==> src/rtl/trap_ctrl_if.sv <==
// rtl/trap_ctrl_if.sv - core, csr_file and fetch-facing signals of the trap sequencer
interface trap_ctrl_if;
  logic        core_csr_valid;
  logic        core_csr_we;
  logic [11:0] core_csr_addr;
  logic [31:0] core_csr_wdata;
  logic [31:0] core_csr_rdata;
  logic        trap_req;
  logic [30:0] trap_cause;
  logic [31:0] trap_pc;
  logic        mret_req;
  logic        irq_ext;
  logic [31:0] irq_pc;
  logic        trap_ack;
  logic        mret_ack;
  logic        busy;
  logic        redirect_valid;
  logic [31:0] redirect_pc;
  logic        csr_write_en;
  logic [11:0] csr_addr;
  logic [31:0] csr_wdata;
  logic [31:0] csr_rdata;
  logic [31:0] mstatus;

  // master: core pipeline plus csr_file; slave: the trap sequencer
  modport master (
    output core_csr_valid, core_csr_we, core_csr_addr, core_csr_wdata,
    output trap_req, trap_cause, trap_pc, mret_req, irq_ext, irq_pc,
    output csr_rdata, mstatus,
    input  core_csr_rdata, trap_ack, mret_ack, busy, redirect_valid, redirect_pc,
    input  csr_write_en, csr_addr, csr_wdata
  );

  modport slave (
    input  core_csr_valid, core_csr_we, core_csr_addr, core_csr_wdata,
    input  trap_req, trap_cause, trap_pc, mret_req, irq_ext, irq_pc,
    input  csr_rdata, mstatus,
    output core_csr_rdata, trap_ack, mret_ack, busy, redirect_valid, redirect_pc,
    output csr_write_en, csr_addr, csr_wdata
  );
endinterface

==> src/rtl/trap_ctrl.sv <==
// rtl/trap_ctrl.sv - machine-mode trap entry / mret sequencer in front of a single-port CSR file
module trap_ctrl #(
  parameter bit          VECTORED_EN = 1'b1,
  parameter logic [30:0] IRQ_CAUSE   = 31'd11
) (
  input  logic       clk,
  input  logic       rst,
  trap_ctrl_if.slave bus
);

  localparam logic [11:0] ADDR_MSTATUS = 12'h300;
  localparam logic [11:0] ADDR_MIE     = 12'h304;
  localparam logic [11:0] ADDR_MTVEC   = 12'h305;
  localparam logic [11:0] ADDR_MEPC    = 12'h341;
  localparam logic [11:0] ADDR_MCAUSE  = 12'h342;

  typedef enum logic [2:0] {
    IDLE, W_EPC, W_CAUSE, W_STATUS, VECTOR, M_STATUS, M_EPC
  } state_t;

  state_t      state_q, state_d;
  logic        meie_q;
  logic [31:0] pc_q;
  logic [31:0] cause_q;

  logic        core_wr;
  logic        irq_pending;
  logic        take_trap, take_mret, take_irq;
  logic        trap_ack, mret_ack, redirect_valid, csr_write_en;
  logic [31:0] redirect_pc, csr_wdata, vec_off;
  logic [11:0] csr_addr;
  logic [31:0] status_trap, status_mret;

  assign core_wr     = bus.core_csr_valid & bus.core_csr_we;
  assign irq_pending = bus.irq_ext & bus.mstatus[3] & meie_q;

  always_comb begin
    status_trap        = bus.mstatus;
    status_trap[7]     = bus.mstatus[3];
    status_trap[3]     = 1'b0;
    status_trap[12:11] = 2'b11;
    status_mret        = bus.mstatus;
    status_mret[3]     = bus.mstatus[7];
    status_mret[7]     = 1'b1;
  end

  always_comb begin
    state_d        = state_q;
    take_trap      = 1'b0;
    take_mret      = 1'b0;
    take_irq       = 1'b0;
    trap_ack       = 1'b0;
    mret_ack       = 1'b0;
    redirect_valid = 1'b0;
    redirect_pc    = 32'h0;
    vec_off        = 32'h0;
    csr_write_en   = 1'b0;
    csr_addr       = bus.core_csr_addr;
    csr_wdata      = bus.core_csr_wdata;

    unique case (state_q)
      IDLE: begin
        csr_write_en = core_wr;
        // accepting any request steals this cycle's CSR port from the core
        if (bus.trap_req) begin
          take_trap    = 1'b1;
          trap_ack     = 1'b1;
          csr_write_en = 1'b0;
          state_d      = W_EPC;
        end else if (bus.mret_req) begin
          take_mret    = 1'b1;
          mret_ack     = 1'b1;
          csr_write_en = 1'b0;
          state_d      = M_STATUS;
        end else if (irq_pending) begin
          take_irq     = 1'b1;
          trap_ack     = 1'b1;
          csr_write_en = 1'b0;
          state_d      = W_EPC;
        end
      end
      W_EPC: begin
        csr_write_en = 1'b1;
        csr_addr     = ADDR_MEPC;
        csr_wdata    = pc_q & ~32'h3;
        state_d      = W_CAUSE;
      end
      W_CAUSE: begin
        csr_write_en = 1'b1;
        csr_addr     = ADDR_MCAUSE;
        csr_wdata    = cause_q;
        state_d      = W_STATUS;
      end
      W_STATUS: begin
        csr_write_en = 1'b1;
        csr_addr     = ADDR_MSTATUS;
        csr_wdata    = status_trap;
        state_d      = VECTOR;
      end
      VECTOR: begin
        csr_addr  = ADDR_MTVEC;
        csr_wdata = 32'h0;
        // vectored mode applies to interrupts only; exceptions always use the base
        if (VECTORED_EN && cause_q[31] && (bus.csr_rdata[1:0] == 2'b01))
          vec_off = {cause_q[29:0], 2'b00};
        redirect_pc    = (bus.csr_rdata & ~32'h3) + vec_off;
        redirect_valid = 1'b1;
        state_d        = IDLE;
      end
      M_STATUS: begin
        csr_write_en = 1'b1;
        csr_addr     = ADDR_MSTATUS;
        csr_wdata    = status_mret;
        state_d      = M_EPC;
      end
      M_EPC: begin
        csr_addr       = ADDR_MEPC;
        csr_wdata      = 32'h0;
        redirect_pc    = bus.csr_rdata & ~32'h3;
        redirect_valid = 1'b1;
        state_d        = IDLE;
      end
      default: state_d = IDLE;
    endcase

    // while reset is held the IDLE pass-through must not reach the CSR file
    if (!rst) begin
      trap_ack       = 1'b0;
      mret_ack       = 1'b0;
      redirect_valid = 1'b0;
      redirect_pc    = 32'h0;
      csr_write_en   = 1'b0;
    end
  end

  always_ff @(posedge clk or negedge rst) begin
    if (!rst) begin
      state_q <= IDLE;
      meie_q  <= 1'b0;
      pc_q    <= 32'h0;
      cause_q <= 32'h0;
    end else begin
      state_q <= state_d;
      if (take_trap) begin
        pc_q    <= bus.trap_pc;
        cause_q <= {1'b0, bus.trap_cause};
      end else if (take_irq) begin
        pc_q    <= bus.irq_pc;
        cause_q <= {1'b1, IRQ_CAUSE};
      end
      // shadow tracks only mie writes that actually reach the CSR file
      if ((state_q == IDLE) && core_wr && (bus.core_csr_addr == ADDR_MIE) &&
          !(take_trap | take_mret | take_irq))
        meie_q <= bus.core_csr_wdata[11];
    end
  end

  assign bus.core_csr_rdata = bus.csr_rdata;
  assign bus.trap_ack       = trap_ack;
  assign bus.mret_ack       = mret_ack;
  assign bus.busy           = (state_q != IDLE);
  assign bus.redirect_valid = redirect_valid;
  assign bus.redirect_pc    = redirect_pc;
  assign bus.csr_write_en   = csr_write_en;
  assign bus.csr_addr       = csr_addr;
  assign bus.csr_wdata      = csr_wdata;

endmodule

==> src/flat_wrapper.sv <==
// flat-port wrapper written by rule: the top's interface ports become plain ports
module trap_ctrl_flat 
#(
  parameter bit          VECTORED_EN = 1'b1,
  parameter logic [30:0] IRQ_CAUSE   = 31'd11
)
  (clk, rst, bus_core_csr_valid, bus_core_csr_we, bus_core_csr_addr, bus_core_csr_wdata, bus_trap_req, bus_trap_cause, bus_trap_pc, bus_mret_req, bus_irq_ext, bus_irq_pc, bus_csr_rdata, bus_mstatus, bus_core_csr_rdata, bus_trap_ack, bus_mret_ack, bus_busy, bus_redirect_valid, bus_redirect_pc, bus_csr_write_en, bus_csr_addr, bus_csr_wdata);
  trap_ctrl_if bus_i ();
  input  logic clk;
  input  logic rst;
  input wire logic [$bits(bus_i.core_csr_valid)-1:0] bus_core_csr_valid;
  input wire logic [$bits(bus_i.core_csr_we)-1:0] bus_core_csr_we;
  input wire logic [$bits(bus_i.core_csr_addr)-1:0] bus_core_csr_addr;
  input wire logic [$bits(bus_i.core_csr_wdata)-1:0] bus_core_csr_wdata;
  input wire logic [$bits(bus_i.trap_req)-1:0] bus_trap_req;
  input wire logic [$bits(bus_i.trap_cause)-1:0] bus_trap_cause;
  input wire logic [$bits(bus_i.trap_pc)-1:0] bus_trap_pc;
  input wire logic [$bits(bus_i.mret_req)-1:0] bus_mret_req;
  input wire logic [$bits(bus_i.irq_ext)-1:0] bus_irq_ext;
  input wire logic [$bits(bus_i.irq_pc)-1:0] bus_irq_pc;
  input wire logic [$bits(bus_i.csr_rdata)-1:0] bus_csr_rdata;
  input wire logic [$bits(bus_i.mstatus)-1:0] bus_mstatus;
  output wire logic [$bits(bus_i.core_csr_rdata)-1:0] bus_core_csr_rdata;
  output wire logic [$bits(bus_i.trap_ack)-1:0] bus_trap_ack;
  output wire logic [$bits(bus_i.mret_ack)-1:0] bus_mret_ack;
  output wire logic [$bits(bus_i.busy)-1:0] bus_busy;
  output wire logic [$bits(bus_i.redirect_valid)-1:0] bus_redirect_valid;
  output wire logic [$bits(bus_i.redirect_pc)-1:0] bus_redirect_pc;
  output wire logic [$bits(bus_i.csr_write_en)-1:0] bus_csr_write_en;
  output wire logic [$bits(bus_i.csr_addr)-1:0] bus_csr_addr;
  output wire logic [$bits(bus_i.csr_wdata)-1:0] bus_csr_wdata;
  assign bus_i.core_csr_valid = bus_core_csr_valid;
  assign bus_i.core_csr_we = bus_core_csr_we;
  assign bus_i.core_csr_addr = bus_core_csr_addr;
  assign bus_i.core_csr_wdata = bus_core_csr_wdata;
  assign bus_i.trap_req = bus_trap_req;
  assign bus_i.trap_cause = bus_trap_cause;
  assign bus_i.trap_pc = bus_trap_pc;
  assign bus_i.mret_req = bus_mret_req;
  assign bus_i.irq_ext = bus_irq_ext;
  assign bus_i.irq_pc = bus_irq_pc;
  assign bus_i.csr_rdata = bus_csr_rdata;
  assign bus_i.mstatus = bus_mstatus;
  assign bus_core_csr_rdata = bus_i.core_csr_rdata;
  assign bus_trap_ack = bus_i.trap_ack;
  assign bus_mret_ack = bus_i.mret_ack;
  assign bus_busy = bus_i.busy;
  assign bus_redirect_valid = bus_i.redirect_valid;
  assign bus_redirect_pc = bus_i.redirect_pc;
  assign bus_csr_write_en = bus_i.csr_write_en;
  assign bus_csr_addr = bus_i.csr_addr;
  assign bus_csr_wdata = bus_i.csr_wdata;
  trap_ctrl #(.VECTORED_EN(VECTORED_EN), .IRQ_CAUSE(IRQ_CAUSE)) u_core (.clk(clk), .rst(rst), .bus(bus_i));
endmodule
==> config.mk <==
export PLATFORM = sky130hd
export DESIGN_NAME = trap_ctrl_flat
export DESIGN_NICKNAME = d
export VERILOG_FILES = /design/src/rtl/trap_ctrl_if.sv /design/src/rtl/trap_ctrl.sv /design/src/flat_wrapper.sv
export SDC_FILE = /design/constraint.sdc
export NUM_CORES = 1
export LEC_CHECK = 0
export CAP_MARGIN = 20
export CORE_ASPECT_RATIO = 1.4
export CORE_UTILIZATION = 35
export CTS_CLUSTER_DIAMETER = 50
export DETAILED_ROUTE_END_ITERATION = 8
export GPL_TIMING_DRIVEN = 0
export PLACE_DENSITY = 0.8
export RECOVER_POWER = 100
export SLEW_MARGIN = 0
export SYNTH_ARGS = -nofsm -noshare
export SYNTH_HDL_FRONTEND = slang
export SYNTH_SLANG_ARGS = --single-unit
==> constraint.sdc <==
create_clock -name clk -period 8.15 [get_ports clk]
set_input_delay 0.815 -clock clk [delete_from_list [all_inputs] [get_ports clk]]
set_output_delay 0.815 -clock clk [all_outputs]
set_load 0.05 [all_outputs]
==> metrics.md <==
| Metric | Value |
|---|---|
| Dpl cells | `1433` |
| Vias in the first global route | `7948` |
| Worst reg2reg path depth | `7` |
| Final hold slack | `0.505 ns` |
| Cell Pwr Density | `327 nW/um^2` |
| Synth cell types | `61` |
| 1st-iter DRT viols | `503` |
| Synth Flop Type | `dfrtp_1` |
| FP Rows | `58` |
| Clock sink count | `66` |
| Layout cells sized above 1 | `7.61%` |
| Reg-to-reg setup timing slack | `5.03 ns` |
| Leak Pwr | `4.26 nW` |
| DP HPWL | `23800 um` |
| Adder-cell share of the synthesized area | `5.83%` |
| DIE HEIGHT | `164 um` |
| Worst-margin pin slew | `1.27 ns` |
| Final Instance Count excl. Fillers | `1451` |
| Initial antenna violation count | `3` |
| IO Port Bufs | `316` |
| Hold path start | `u_core.meie_q` |
| Final max-slew violation count | `0` |
| Worst hold path cell count | `1` |
| Worst skew pair latency | `0.33 ns` |
| Critical path type | `in2out` |
| Complex-gate fraction of the synthesized area | `33.1%` |
| Power Total | `0.00337 W` |
| Area growth, synth to finish | `57.3%` |
| Clock slew at reported path FFs | `0.05 ns` |
| Total GRT Usage | `29.4%` |
| Ys async rst share | `100%` |
| CTS Buf Count | `9` |
| CP endpoint kind | `primary output` |
| Via count of the routed design | `8011` |
| First-pass iteration count of the detailed router | `5` |
| Main combinational cell family by area after synthesis | `compound AO/OA/AOI/OAI gates` |
| Post-synthesis sequential area ratio | `25.2%` |
| Post-Synth Simple-Gate Area | `22.5%` |
| Seq cells post-synth | `66` |
| Startpoint Class | `primary input` |
| Placement Setup Slack | `2.04 ns` |
| Yosys top cell area share | `25.2%` |
| Global-route wire length before repair | `43800 um` |
| Core Region | `18100 um^2` |
| Buf/Inv on CP | `5` |
| R2R Path Start | `u_core.state_q[0]` |
| Worst VDD drop | `313 uV` |
| Worst Path Max Fanout | `10` |
| Crit path time final | `6.17 ns` |
| Largest stage delay, worst path | `0.90 ns` |
| Final Hold Vio Count | `0` |
| Final #Nets | `1444` |
| Commonest cells post-synth | `nand2_1 (123), nor2_1 (76), a21oi_1 (71), dfrtp_1 (66), o21ai_0 (66)` |
| Final Setup Violations | `0` |
| CTS Hold Bufs | `0` |
| Syn. warnings | `0` |
| Vias/cell | `5.52` |
| DR WL/cell | `19.9 um` |
| Grt total ovfl | `0` |
| RSZ-0062 raised after global routing | `no` |
| Routed wire length | `28900 um` |
| Top post-synthesis cells by area | `dfrtp_1 (25%), nand2_1 (7.0%), and2_1 (5.7%)` |
| I/O Pins | `323` |
| Fmax achieved | `162 MHz` |
| Largest net degree at the start of global routing | `72` |
| CTS tree | `done` |
| Post-CTS setup buffer count | `0` |
| Count leader, synth | `nand2_1` |
| Drt drc | `0` |
| FF-to-FF End | `u_core.cause_q[15]` |
| CTS-repair resized insts | `0` |
| Number of flops mapped to enable cells by yosys | `0` |
| Mean post-synth cell area | `7.49 um^2` |
| ANT nets after route | `0` |
| # H-tree levels | `3` |
| Die area | `19300 um^2` |
| WHS Endpoint | `u_core.meie_q` |
| Mux contribution to synthesized area | `1.62%` |
| CP max stage cell | `dlygate4sd3_1` |
| Clk root buf | `clkbuf_16` |
| CTS Buffer Depth | `2` |
| Outcome | `complete, no violations` |
| CP arrival | `5.35 ns` |
| Crit-path cells | `clkdlybuf4s50_1, and3b_1, clkbuf_1, clkbuf_1, and2_1, ha_1, buf_2, a21oi_1, o21ai_1, a31o_2, a31oi_2, a21oi_1, a2111oi_2, a311o_1, dlygate4sd3_1` |
| Max cap viols | `0` |
| Slew margin rel. | `15.0%` |
| Hold WC Path Type | `reg2reg` |
| Part of the cycle the worst path needs | `75.7%` |
| Starting density of the core | `36.2%` |
| XOR/XNOR share of the synthesized area | `3.20%` |
| Worst path required time | `7.34 ns` |
| Fin Clk Skew | `0.00128 ns` |
| Setup TNS | `0 ns` |
| Die Wd | `118 um` |
| Post-synthesis cell count | `876` |
| Setup slack after layout | `1.98 ns` |
| GP Congestion | `0.950` |
| Delay-heaviest family, CP | `buffers and inverters` |
| Area leader, netlist | `dfrtp_1` |
| Post-Syn Area | `6570 um^2` |
[worst max-delay path by stage]
stage	to	from	slack, ns	cells past startpoint
3_5_place_dp	bus_redirect_pc[31]	bus_csr_rdata[0]	2.04	15
3_3_place_gp	bus_redirect_pc[27]	rst	1.14	7
4_1_cts	bus_redirect_pc[31]	bus_csr_rdata[1]	2.03	15
2_1_floorplan	bus_redirect_pc[27]	bus_csr_rdata[1]	3.17	13
6_report	bus_redirect_pc[31]	bus_csr_rdata[1]	1.98	15
5_1_grt	bus_redirect_pc[31]	bus_csr_rdata[1]	1.65	15
[power by group]
part           switching (W)  internal [W]
combinational        0.00157      0.000798
sequential          0.000131      0.000483
clock               0.000142      0.000253
[flip-flops by register name, summed over array words and instances (netlist names)]
register,flops
u_core.meie_q,1
u_core.pc_q,30
u_core.cause_q,32
u_core.state_q,3
[cell families (layout without fill, tap and decap cells)]
group / Yosys count / in the layout
AO/OA/AOI/OAI: 318 / 318
AND/OR/NAND/NOR: 314 / 314
buffers and inverters: 113 / 445
flip-flops: 66 / 66
adder cells (fa/ha/maj): 30 / 30
XOR/XNOR: 24 / 24
multiplexers: 10 / 10
other: 1 / 4
[cell usage in the layout, fill, tap and decap left out, types with 35 or more instances in the layout]
cell type	instances
clkbuf_1	64
dfrtp_1	66
a21oi_1	71
nor2_1	76
o21ai_0	66
dlygate4sd3_1	111
clkdlybuf4s50_1	204
and2_1	59
buf_4	35
nand2_1	123
[per-stage QoR]
step | util, % | instance area [um^2]
after floorplan | - | 6570
after global placement | 55.3 | 10000
after detailed placement | 55.3 | 10000
after CTS | 56.9 | 10300
after global routing | 56.9 | 10300
final | 56.9 | 10300
[routing by layer]
metal | part of all wire (%) | track usage, %
met1 | 38 | 32.6
met5 | 0 | 0
met2 | 52 | 53.7
met4 | 4.8 | 16.6
met3 | 6.1 | 4.31
[worst register-to-register path: stages, from the launching register on]
cell	delay, ns
dfrtp_1	0.35
clkbuf_1	0.25
nor3_1	0.81
and2_0	0.21
clkbuf_1	0.28
clkbuf_1	0.41
clkbuf_1	0.51
a22o_1	0.23
[layout make-up]
| type | count | area, um^2 |
|---|---|---|
| multi-input combinational | 698 | 4350 |
| sequential | 66 | 1650 |
| inverter | 14 | 52.6 |
| clock buffer | 14 | 264 |
| antenna | 2 | 5.00 |
| fill | 1693 | 7820 |
| timing repair buffer | 316 | 3160 |
| clock inverter | 2 | 35.0 |
| buffer | 99 | 503 |
| tap | 240 | 300 |
(Power assumes the default switching activity.)
